`config.mk`:
```
export PLATFORM = sky130hd
export DESIGN_NAME = regfile_dumper
export DESIGN_NICKNAME = d
export VERILOG_FILES = /design/src/rtl/regfile_dumper.sv
export SDC_FILE = /design/constraint.sdc
export NUM_CORES = 1
export LEC_CHECK = 0
export BUFFER_PORTS_ARGS = -buffer_cell sky130_fd_sc_hd__buf_4
export CORE_ASPECT_RATIO = 0.8
export CORE_MARGIN = 4
export CORE_UTILIZATION = 29
export CTS_BUF_LIST = sky130_fd_sc_hd__clkbuf_4 sky130_fd_sc_hd__clkbuf_8
export CTS_CLUSTER_SIZE = 28
export DETAILED_ROUTE_END_ITERATION = 7
export PLACE_DENSITY_LB_ADDON = 0.25
export SYNTH_ARGS = -nofsm -noshare
export SYNTH_HDL_FRONTEND = slang
export SYNTH_SLANG_ARGS = --single-unit
```
`constraint.sdc`:
```
create_clock -name clk -period 2.1 [get_ports clk]
set_input_delay 0.42 -clock clk [delete_from_list [all_inputs] [get_ports clk]]
set_output_delay 0.42 -clock clk [all_outputs]
set_load 0.03 [all_outputs]
```
`src/rtl/regfile_dumper.sv`:
```
// regfile_dumper: streams all 2**ADDR_W registers out over a valid/ready port.
// Define REGDUMP_CHECKSUM_EN to append an XOR checksum word after the last register.
module regfile_dumper #(
  parameter int WIDTH  = 32,
  parameter int ADDR_W = 5
) (
  input  logic              clk,
  input  logic              rst_n,
  input  logic              start_i,
  output logic [ADDR_W-1:0] Read_Register_o,
  input  logic [WIDTH-1:0]  Read_Data_i,
  output logic [WIDTH-1:0]  dump_data_o,
  output logic [ADDR_W-1:0] dump_addr_o,
  output logic              dump_valid_o,
  input  logic              dump_ready_i,
  output logic              dump_last_o,
  output logic              busy_o,
  output logic              done_o
);

  localparam logic [ADDR_W-1:0] LAST_IDX = '1;

  typedef enum logic [2:0] {
    S_IDLE,
    S_READ,
    S_SEND,
`ifdef REGDUMP_CHECKSUM_EN
    S_CSUM,
`endif
    S_DONE
  } state_t;

  state_t            state;
  logic [ADDR_W-1:0] idx;
  logic [ADDR_W-1:0] rd_reg;
`ifdef REGDUMP_CHECKSUM_EN
  logic [WIDTH-1:0]  csum;
`endif

  assign Read_Register_o = rd_reg;

  always_ff @(posedge clk or negedge rst_n) begin
    if (!rst_n) begin
      state        <= S_IDLE;
      idx          <= '0;
      rd_reg       <= '0;
      dump_data_o  <= '0;
      dump_addr_o  <= '0;
      dump_valid_o <= 1'b0;
      dump_last_o  <= 1'b0;
      busy_o       <= 1'b0;
      done_o       <= 1'b0;
`ifdef REGDUMP_CHECKSUM_EN
      csum         <= '0;
`endif
    end else begin
      done_o <= 1'b0;
      unique case (state)
        S_IDLE: begin
          if (start_i) begin
            idx    <= '0;
            rd_reg <= '0;
            busy_o <= 1'b1;
            state  <= S_READ;
`ifdef REGDUMP_CHECKSUM_EN
            csum   <= '0;
`endif
          end
        end
        S_READ: begin
          dump_data_o  <= Read_Data_i;
          dump_addr_o  <= idx;
          dump_valid_o <= 1'b1;
`ifdef REGDUMP_CHECKSUM_EN
          dump_last_o  <= 1'b0;
`else
          dump_last_o  <= (idx == LAST_IDX);
`endif
          rd_reg       <= '0;
          state        <= S_SEND;
        end
        S_SEND: begin
          if (dump_ready_i) begin
            dump_valid_o <= 1'b0;
            dump_last_o  <= 1'b0;
`ifdef REGDUMP_CHECKSUM_EN
            csum         <= csum ^ dump_data_o;
`endif
            if (idx == LAST_IDX) begin
`ifdef REGDUMP_CHECKSUM_EN
              // checksum word goes straight out, no extra read cycle
              dump_data_o  <= csum ^ dump_data_o;
              dump_addr_o  <= '0;
              dump_last_o  <= 1'b1;
              dump_valid_o <= 1'b1;
              state        <= S_CSUM;
`else
              done_o       <= 1'b1;
              state        <= S_DONE;
`endif
            end else begin
              idx    <= idx + 1'b1;
              rd_reg <= idx + 1'b1;
              state  <= S_READ;
            end
          end
        end
`ifdef REGDUMP_CHECKSUM_EN
        S_CSUM: begin
          if (dump_ready_i) begin
            dump_valid_o <= 1'b0;
            dump_last_o  <= 1'b0;
            done_o       <= 1'b1;
            state        <= S_DONE;
          end
        end
`endif
        S_DONE: begin
          busy_o <= 1'b0;
          state  <= S_IDLE;
        end
        default: state <= S_IDLE;
      endcase
    end
  end

  assert property (@(posedge clk) disable iff (!rst_n)
    dump_valid_o && !dump_ready_i |=> dump_valid_o
      && $stable(dump_data_o) && $stable(dump_addr_o)
      && $stable(dump_last_o));

  assert property (@(posedge clk) disable iff (!rst_n)
    done_o |=> !done_o);

endmodule

```
**Yosys cells after proc, flatten, opt, wreduce, memory -nomap -nowiden**

Cells that the tools add are included.

- Input port bits: 36
- Word-level logic and storage cells: 44
- Output and inout port bits: 46
- Bits in registers: 54

- Reductions and logical operators: 10
- Add/subtract/negate cells: 1
- Mux-type cells: 17
- Equal/unequal tests: 7

Operator list:

| kind | number |
|---|---|
| $mux 5 | 3 |
| $pmux 5 s3 | 1 |
| $pmux 5 s2 | 1 |
| $pmux 3 s3 | 1 |
| $reduce_and 4->1 | 2 |
| $eq 3x2->1 const B | 2 |
| $mux 3 | 2 |
| $ne 2x2->1 const B | 3 |
| $pmux 1 s2 | 3 |
| $reduce_and 2->1 | 3 |
| $reduce_bool 2->1 | 3 |
| $add 5x1->5 const B | 1 |
| $eq 5x5->1 const B | 1 |
| $mux 1 | 5 |
| $eq 3x1->1 const B | 1 |
| $logic_not 3->1 | 1 |
| $reduce_bool 3->1 | 1 |
| $mux 2 | 1 |

**Logic depth before layout (Yosys ltp)**

Gate-level depths: netlist of run 1.

- Depth in word-level cells: 4
- Gate-level depth with buffers: 6
- Depth with buffers taken out: 6

**Least setup slack after synthesis of run 1**

Ideal clock, no wire load.

- Path type: reg-to-reg
- Start point: reg idx[0]
- End point: reg rd_reg[1] (netlist: Read_Register_o[1])
- Data required time: 1979 ps
- Path slack: 353 ps
- Cell stages (with the launch flop): 7
- Data arrival time: 1626 ps
- Library setup time: 121 ps
- Period minus slack after synthesis: 1747 ps
- Path buffers: 0
- Cells stage by stage: dfrtp_1 ha_1 and3_1 ha_1 nand4bb_1 o21a_1 a22o_1

- Word-level cells in the longest chain between the ends: 4
- Elaborated cells on any way between the ends: 7
- Those cells by class: add/sub (1); eq/ne (2); mux (3); reduce/logical (1)

RTL lines:

| what | RTL line | source |
|---|---|---|
| start: declaration | 34 | `logic [ADDR_W-1:0] idx;` |
| start signal: assignment | 102 | `idx <= idx + 1'b1;` |
| $add 5x1->5 | 103 | `rd_reg <= idx + 1'b1;` |
| $mux 5 | 89 | `if (idx == LAST_IDX) begin` |
| $mux 5 | 83 | `if (dump_ready_i) begin` |
| $pmux 5 s3 | 58 | `unique case (state)` |
| end signal: assignment | 103 |  |
| end: declaration | 35 | `logic [ADDR_W-1:0] rd_reg;` |

Several ways; a longest one is shown, not always the timed one. The select of a mux whose other input is x is not followed.
A chain may end at the register's enable or synchronous reset.

**Worst setup path after layout of run 1**

- Start point: reg idx[0]
- End point: reg rd_reg[2] (netlist: Read_Register_o[2])

Same word-level chain as after synthesis.

==> results of run 1 <==
routing by layer:
metal | track usage (%) | share of wire (%) | wire (um)
met4 | 3.26 | 0.90 | 44
met3 | 5.07 | 9.6 | 468
met5 | 0 | 0 | 0
met2 | 15.0 | 40 | 1950
met1 | 17.1 | 49 | 2410
power groups by stage:
| stage | Sequential, mW | Clock (mW) | Combinational [mW] |
|---|---|---|---|
| after floorplan | 2.39 | 0 | 0.771 |
| after global placement | 1.72 | 0 | 2.30 |
| after detailed placement | 1.72 | 0 | 2.32 |
| after CTS | 1.71 | 0.616 | 2.32 |
| after global routing | 1.78 | 0.662 | 2.48 |
| final | 1.71 | 0.586 | 2.28 |
synthesized netlist by cell type, drive strengths merged, types with 3 or more instances:
library cell,number
nand2b,5
a22o,5
buf,8
dfrtp,53
nor2,3
o2bb2ai,3
nand2,116
a21oi,4
per-stage QoR:
step	util, %	power (mW)
2_1_floorplan	-	3.16
3_3_place_gp	40.3	4.02
3_5_place_dp	40.3	4.04
4_1_cts	41.6	4.64
5_1_grt	41.6	4.93
6_report	41.6	4.57
logic make-up after synthesis:
group | count (synthesis)
buf+inv | 11
flops | 53
xor+xnor | 2
compound gates | 18
mux | 2
simple gates | 131
fa+ha+maj | 2
cell usage in the layout, fill, tap and decap left out, drive strengths merged, types with 2 or more instances in the layout:
master     n
o2bb2ai    3
nand2b     5
o21ai      2
a21oi      4
buf       85
xor2       2
nor2       3
ha         2
clkbuf     7
nand2    116
nor2b      2
a22o       5
dfrtp     53
area by class of cell:
class | count | area (sq um)
Fill cell | 681 | 4090
Sequential cell | 53 | 1330
Multi-Input combinational cell | 155 | 739
Timing Repair Buffer | 85 | 638
Tap cell | 87 | 109
Clock buffer | 7 | 90.1
Inverter | 1 | 3.75
flip-flops by register name, summed over array words and instances (netlist names):
signal and flops:
Read_Register_o 5, busy_o 1, done_o 1, dump_addr_o 5, dump_data_o 32, dump_last_o 1
dump_valid_o 1, idx 5, state 2
worst paths after layout:
| path | slack (ns) | cells past startpoint | start | endpoint |
|---|---|---|---|---|
| max reg2reg | 0.14 | 6 | idx[0] | Read_Register_o[2] |
| min | 0.15 | 1 | rst_n | dump_data_o[3] |
| min reg2reg | 0.48 | 2 | dump_data_o[11] | dump_data_o[11] |
| max | 0.14 | 6 | idx[0] | Read_Register_o[2] |
| min in group clk | 0.30 | 3 | Read_Data_i[24] | dump_data_o[24] |
| max in group asynchronous | 1.50 | 1 | rst_n | dump_data_o[22] |
==> results.md, run 1 <==
- Status: finished, final reports clean
- Post-synthesis mux area share: 1.00%
- CTS tree: done
- Post-place setup slack: around 0.14 ns
- CP Launch Type: register
- Cell Int Power: between 2 and 3 mW
- Die width: about 100 um
- Rows: 27
- First-pass GRT wire length: around 8 mm
- Fmax: just over 500 MHz
- Arr. time, crit path: ~2.2 ns
- Simple-gate portion of the synthesized area: 25.7%
- XOR/XNOR Fraction of Synth Area: less than 1%
- Wire per inst: 12.5 um
- Minimum clock period after layout: between 1.5 and 2 ns
- Final setup fails: 0
- Hold buffers post-CTS: 0
- Vias: roughly 1700
- Largest family of logic cells by synthesized area: simple AND/OR/NAND/NOR gates
- Psw: approximately 2 mW
- Adder-cell area share of the yosys netlist: 1.18%
- Flip-flop and latch count after synthesis: 53
- WS Path Type: register to register
- Clock transition at path regs: around 0.09 ns
- Period Utilization, post-route: about 93%
- Fin nets: ~340
- Max-cap violations: 0
- Synth Area in Compound Gates: under 10%
- Post-DRT Antenna Nets: 0
- Dominant cell type by area after synthesis: dfrtp_1
- Sequential fraction of the synthesis area: between 60% and 70%
- Slowest CP cell: dfrtp_1
- Clock root buffer: clkbuf_8
- CP max FO: 6
- Drt drc: 0
- Fin worst setup slack: 0.138 ns
- VDD IR max: ~0.00068 V
- Syn nets: between 200 and 300
- Total grt overflow: 0
- Die Height: around 84 um
- Main area contributors after synthesis: dfrtp_1 63%, nand2_1 21%, a22o_1 2.1%
- TritonCTS buffer count: 5
- Setup TNS: 0 ns
- Switching fraction of total power: between 40 and 50%
- Total Wirelength: 4.87 mm
- Final Hold Vio Count: 0
- Half-perimeter wire length after placement: 3.37 mm
- H-tree depth: 2
- P_leak: between 1.5 and 2 nW
- Drt via density: 4.31
- GPL Wtd Cong: around 0.74
- Worst-path cell chain: ha_1 -> and3_1 -> ha_1 -> nand4bb_1 -> o21a_1 -> a22o_1
- WP data required: ~2.3 ns
- Pwr dens: 1570 nW/um^2
- DR pass1 iterations: 4
- Avg Cell Area, Syn: around 9.7 sq um
- Post-layout instance count excluding filler cells: 388
- Clk pwr share: approximately an eighth
- Ports: between 80 and 90
- Largest net degree at the start of global routing: 54
- Netlist cell types: 27
- Vias in the first global route: 1607
- Class of the worst hold path: input pin to async pin
- Reg power frac: 37.4%
- CP delay by family, top: simple AND/OR/NAND/NOR gates
- Initial DRC count: 59
- Initial antenna violation count: 0
- Post-CTS sizing: 0
- Worst path max stage delay: between 0.4 and 0.5 ns
- Final Max Tran Viols: 0
- Die Area: between 8000 and 9000 sq um
- Clock Latency Late Sink: around 0.30 ns
- Least-Margin Pin Slew: around 0.67 ns
- Cells after Synth: 219
- Layout Skew: approximately 0.0038 ns
- Core area: 6990 sq um
- Clock Path Buffers: 2
- Number of enable flip-flop cells after synthesis: 0
- Crit end category: register
- Logic pwr share: approximately half
- Placed cell count: about 380
- IO buf count: around 80
- Postcts setup bufs: 0
- Hold WS: 0.155 ns
- Layout overhead on the synthesized area: 37.1%
- Yosys warnings: 0
- RSZ-0062 raised after global routing: no
- WP buf/inv: 0
- Fin area: 2910 sq um
- Share of the synthesized area in the top cell type: roughly 63%
- GRT Overall Usage: 11.6%
- Synthesized cell area: between 2000 and 2500 sq um
- CTS Sinks: between 50 and 60
- Async set or reset register ratio after synthesis: 100%
- Layout cells sized above 1: 31.9%
- CP dominant cell by count: ha_1
- # diodes: 0
- Rel. slew slack: between 50% and 60%
- Cell Area, Placed: ~2800 sq um
- Initial Util: a little under a third
- Main synth FF type: dfrtp_1
Note: power is estimated with default switching activity, not from simulation.
==> run 2: changes to the inputs <==
BUFFER_PORTS_ARGS = -buffer_cell sky130_fd_sc_hd__buf_2   (was -buffer_cell sky130_fd_sc_hd__buf_4)
==> run 2 against run 1 <==
Compared with the run above: combinational power down 9.6%; design area down 6.6%; core utilization down 2.7 points; power down 6.7%; flip-flop and latch count unchanged; sequential share of layout area up 3.2 points; first-iteration DRC count down 10%; setup slack better by 0.072 ns; largest power group unchanged; register-to-register slack better by 0.07 ns; critical endpoint is now idx[0]; die area unchanged; via count up 1.4%.
==> results.md, run 2 (same netlist as run 1, synthesis figures left out) <==
- Drt via density: about 4.4
- Post-DRT Antenna Nets: 0
- Clk pwr share: between 10% and 20%
- Total Wirelength: about 4.8 mm
- Reg with most FFs: dump_data_o
- Post-place setup slack: between 0.2 and 0.25 ns
- Status: finished, final reports clean
- Register area: roughly 1300 sq um
- Die Area: around 9000 sq um
- Max-cap violations: 0
- Clock root buffer: clkbuf_8
- Reg power frac: approximately two fifths
- Fin nets: 341
- Area occupied by multi-input gates: 739 sq um
- Total grt overflow: 0
- Crit end category: register
- Fillers: 740
- Wire per inst: roughly 12 um
- Period Utilization, post-route: between 80% and 90%
- IO buf count: 81
- WP data required: about 2.3 ns
- Minimum clock period after layout: between 1.5 and 2 ns
- Initial Util: between 30% and 40%
- Layout Skew: ~0.0052 ns
- Least-Margin Pin Slew: 0.545 ns
- Final setup fails: 0
- CP Launch Type: register
- VDD IR max: ~0.00053 V
- Layout cells sized above 1: between 30% and 40%
- Setup TNS: 0 ns
- Most frequent cells in the layout: 116 x nand2_1, 81 x buf_2, 53 x dfrtp_1
- Cell Int Power: around 2.3 mW
- Half-perimeter wire length after placement: 3.50 mm
- CTS Sinks: 53
- H-tree depth: 2
- Switching fraction of total power: ~47%
- Clock transition at path regs: around 0.09 ns
- Postcts setup bufs: 0
- P_leak: between 1.5 and 2 nW
- Max reg flops: 32
- Rows: 27
- Logic pwr share: approximately 48%
- Die Height: between 80 and 90 um
- Die width: slightly above 100 um
- Worst path max stage delay: approximately 0.44 ns
- Slowest CP cell: dfrtp_1
- RSZ-0062 raised after global routing: no
- # diodes: 0
- Post-CTS sizing: 0
- Layout overhead on the synthesized area: 28.0%
- First-pass GRT wire length: slightly above 8 mm
- Vias in the first global route: ~1700
- GRT Overall Usage: roughly 11%
- Clock Path Buffers: 2
- Initial antenna violation count: 0
- Final Max Tran Viols: 0
- Pwr dens: approximately 1600 nW/um^2
- Arr. time, crit path: approximately 2.1 ns
- GPL Wtd Cong: approximately 0.7
- TritonCTS buffer count: 5
- Hold buffers post-CTS: 0
- Ports: roughly 80
- WS Path Type: register to register
- Commonest non-fill, non-tap cell in the layout: nand2_1
- Class of the worst hold path: input pin to async pin
- Fin worst setup slack: between 0.2 and 0.25 ns
- Rel. slew slack: 63.7%
- Psw: slightly below 2 mW
- CP max FO: 6
- Clock Latency Late Sink: around 0.29 ns
- DR pass1 iterations: 3
- Worst-path cell chain: ha_1 -> and3_1 -> ha_1 -> nand3b_1 -> a21o_1 -> mux2_2
- Core area: 6990 sq um
- Initial DRC count: between 50 and 60
- CTS tree: done
- Final Hold Vio Count: 0
- Drt drc: 0
- Fmax: 529 MHz
- Largest net degree at the start of global routing: 32
- CP dominant cell by count: ha_1
- R2r setup slk: about 0.21 ns
- Vias: 1697
## run 2: cell types whose count changed in the layout (fill, tap and decap cells not counted), sizes merged
cell | before | now
buf | 85 | 87
clkinv | 0 | 1
clkbuf | 7 | 5
## run 2: worst paths after layout
check                          startpoint         endpoint  depth (start not counted)
setup / recovery                   idx[0]           idx[0]                          6
hold / removal                      rst_n   dump_data_o[3]                          1
setup reg to reg                   idx[0]           idx[0]                          6
hold reg to reg            dump_data_o[3]   dump_data_o[3]                          2
max in group asynchronous           rst_n  dump_data_o[24]                          2
min in group clk           Read_Data_i[4]   dump_data_o[4]                          3
## run 2: metrics by stage
step / area (sq um) / utilization, % / instances / power [mW] / hold slack [ns]
after floorplan: 2120 / - / 219 / 3.16 / 0.124
after CTS: 2720 / 38.8 / 389 / 4.36 / 0.105
final: 2720 / 38.8 / 389 / 4.26 / 0.0976
after global placement: 2640 / 37.8 / 383 / 3.78 / 0.440
after global routing: 2720 / 38.8 / 389 / 4.61 / 0.126
after detailed placement: 2640 / 37.8 / 383 / 3.81 / 0.440
## run 2: power groups by stage
stage / logic [mW] / registers (mW) / clock network [mW]
after floorplan: 0.771 / 2.39 / 0
after global placement: 2.08 / 1.71 / 0
after detailed placement: 2.11 / 1.70 / 0
after CTS: 2.11 / 1.69 / 0.560
after global routing: 2.27 / 1.75 / 0.594
final: 2.06 / 1.68 / 0.519
## run 2: layout make-up
class                      instances  area share, %
inverter                           1          0.138
clock buffer                       5           2.53
timing repair buffer              87           17.1
multi-input combinational        155           27.2
sequential                        53           48.8
tap                               87           4.01
clock inverter                     1          0.184
## run 2: worst max-delay path, delay by kind of cell, from the launching register on
family / cells / cell delay, ns
adders and majority gates: 2 / 0.48
DFF: 1 / 0.44
and+or+nand+nor: 2 / 0.37
muxes: 1 / 0.27
AOI/OAI and AO/OA: 1 / 0.22
## run 2: per-layer routing
| metal | track usage, % | wire length [um] |
|---|---|---|
| met5 | 0 | 0 |
| met1 | 15.9 | 2460 |
| met2 | 15.8 | 1900 |
| met3 | 4.53 | 391 |
| met4 | 2.90 | 26 |
==> run 3: changes to the inputs <==
RECOVER_POWER = 50   (was unset)
==> run 3 against run 2 <==
Compared with the run above: core utilization down 0.48 points; register-to-register slack about the same; sequential power about the same; setup slack about the same; combinational power down 2%; power down 1.2%; largest power group unchanged.
==> results.md, run 3 (same netlist as run 1, synthesis figures left out) <==
- VDD IR max: 0.000523 V
- GPL Wtd Cong: 0.698
- Pwr dens: ~1600 nW/um^2
- CP Launch Type: register
- Worst reg2reg startpoint: idx[0]
- Drt drc: 0
- IO buf count: 81
- Placed cell count: 383
- Post-CTS sizing: 0
- Initial DRC count: 49
- Half-perimeter wire length after placement: around 3.5 mm
- Layout overhead on the synthesized area: 26.4%
- Minimum clock period after layout: 1.89 ns
- TritonCTS buffer count: 5
- Drt via density: 4.39
- Rel. slew slack: a little over an eighth
- Initial antenna violation count: 0
- Final Max Tran Viols: 0
- Final setup fails: 0
- Rows: 27
- Arr. time, crit path: 2.07 ns
- Period Utilization, post-route: roughly 90%
- Max reg flops: 32
- # diodes: 0
- Hold buffers post-CTS: 0
- Vias in the first global route: 1731
- Commonest non-fill, non-tap cell in the layout: nand2_1
- DR pass1 iterations: 4
- Crit end category: register
- Total grt overflow: 0
- Wire per inst: roughly 12 um
- WP data required: around 2.3 ns
- GRT Overall Usage: about 11%
- Register area: about 1300 sq um
- CP max FO: 6
- Least-Margin Pin Slew: ~1.3 ns
- Layout Skew: ~0.0053 ns
- Area occupied by multi-input gates: between 700 and 800 sq um
- Total Wirelength: about 4.8 mm
- Postcts setup bufs: 0
- Crit path from: idx[0]
- Reg with most FFs: dump_data_o
- H-tree depth: 2
- WS Path Type: register to register
- R2r setup slk: approximately 0.21 ns
- Worst setup path end: idx[0]
- Clock Latency Late Sink: around 0.29 ns
- Fillers: approximately 760
- CTS Sinks: 53
- Initial Util: just over 30%
- Clock transition at path regs: ~0.09 ns
- Vias: 1707
- Post-layout instance count excluding filler cells: 389
- CTS tree: done
- Post-DRT Antenna Nets: 0
- Most frequent cells in the layout: 116 x nand2_1, 60 x buf_2, 53 x dfrtp_1
- P_leak: 1.48 nW
- Class of the worst hold path: input pin to register
- Cell Area, Placed: 2640 sq um
- Die Area: about 8800 sq um
- Die width: between 100 and 150 um
- Largest net degree at the start of global routing: 32
- Status: finished, final reports clean
- Ports: between 80 and 90
- Reg2Reg Depth: 6
- Core area: between 6000 and 7000 sq um
- Max-cap violations: 0
- Die Height: between 80 and 90 um
- Layout cells sized above 1: around a quarter
- Setup TNS: 0 ns
- First-pass GRT wire length: 8.20 mm
- RSZ-0062 raised after global routing: no
- Reg-to-reg endpoint: idx[0]
- Fin nets: ~340
- Final Hold Vio Count: 0
- Clock root buffer: clkbuf_8
- Clock Path Buffers: 2
- Fin area: 2680 sq um
- Fmax: 529 MHz
## run 3: worst min-delay path by stage
stage                    start  slack, ns                 end  cells after the start
6_report       Read_Data_i[31]       0.31     dump_data_o[31]                      3
5_1_grt        Read_Data_i[18]       0.30     dump_data_o[18]                      3
4_1_cts                  rst_n       0.10      dump_data_o[3]                      1
3_5_place_dp             rst_n       0.44      dump_data_o[3]                      1
3_3_place_gp             rst_n       0.44      dump_data_o[3]                      1
2_1_floorplan            rst_n       0.12  Read_Register_o[0]                      0
## run 3: final cells by class
cell class / instances / area share, %
Sequential cell: 53 / 49.5
Multi-Input combinational cell: 155 / 27.3
Timing Repair Buffer: 87 / 16.3
Tap cell: 87 / 4.06
Clock buffer: 5 / 2.57
Clock inverter: 1 / 0.187
Inverter: 1 / 0.140
## run 3: where the power goes
group | internal (mW) | switching [mW] | total [mW]
combinational | 0.577 | 1.43 | 2.01
clock | 0.220 | 0.298 | 0.518
sequential | 1.43 | 0.261 | 1.69
## run 3: critical path, cell delays in order (launching register included)
cell      delay (ns)
dfrtp_1         0.44
ha_1            0.25
and3_1          0.19
ha_1            0.23
nand3b_1        0.18
a21o_1          0.21
mux2_2          0.27
## run 3: metrics by stage
step,hold slack [ns],utilization [%],power [mW],setup slack (ns)
2_1_floorplan,0.124,-,3.16,0.353
3_3_place_gp,0.440,37.8,3.78,0.253
5_1_grt,0.298,38.3,4.56,0.115
3_5_place_dp,0.440,37.8,3.81,0.203
6_report,0.308,38.3,4.21,0.210
4_1_cts,0.105,38.8,4.36,0.195
## run 3: per-layer routing
layer,vias up,GRT usage [%],wire (um)
met4,0,2.90,26
met1,786,15.9,2440
met2,64,15.8,1890
met3,5,4.53,426
li1,852,-,-
met5,-,0,0
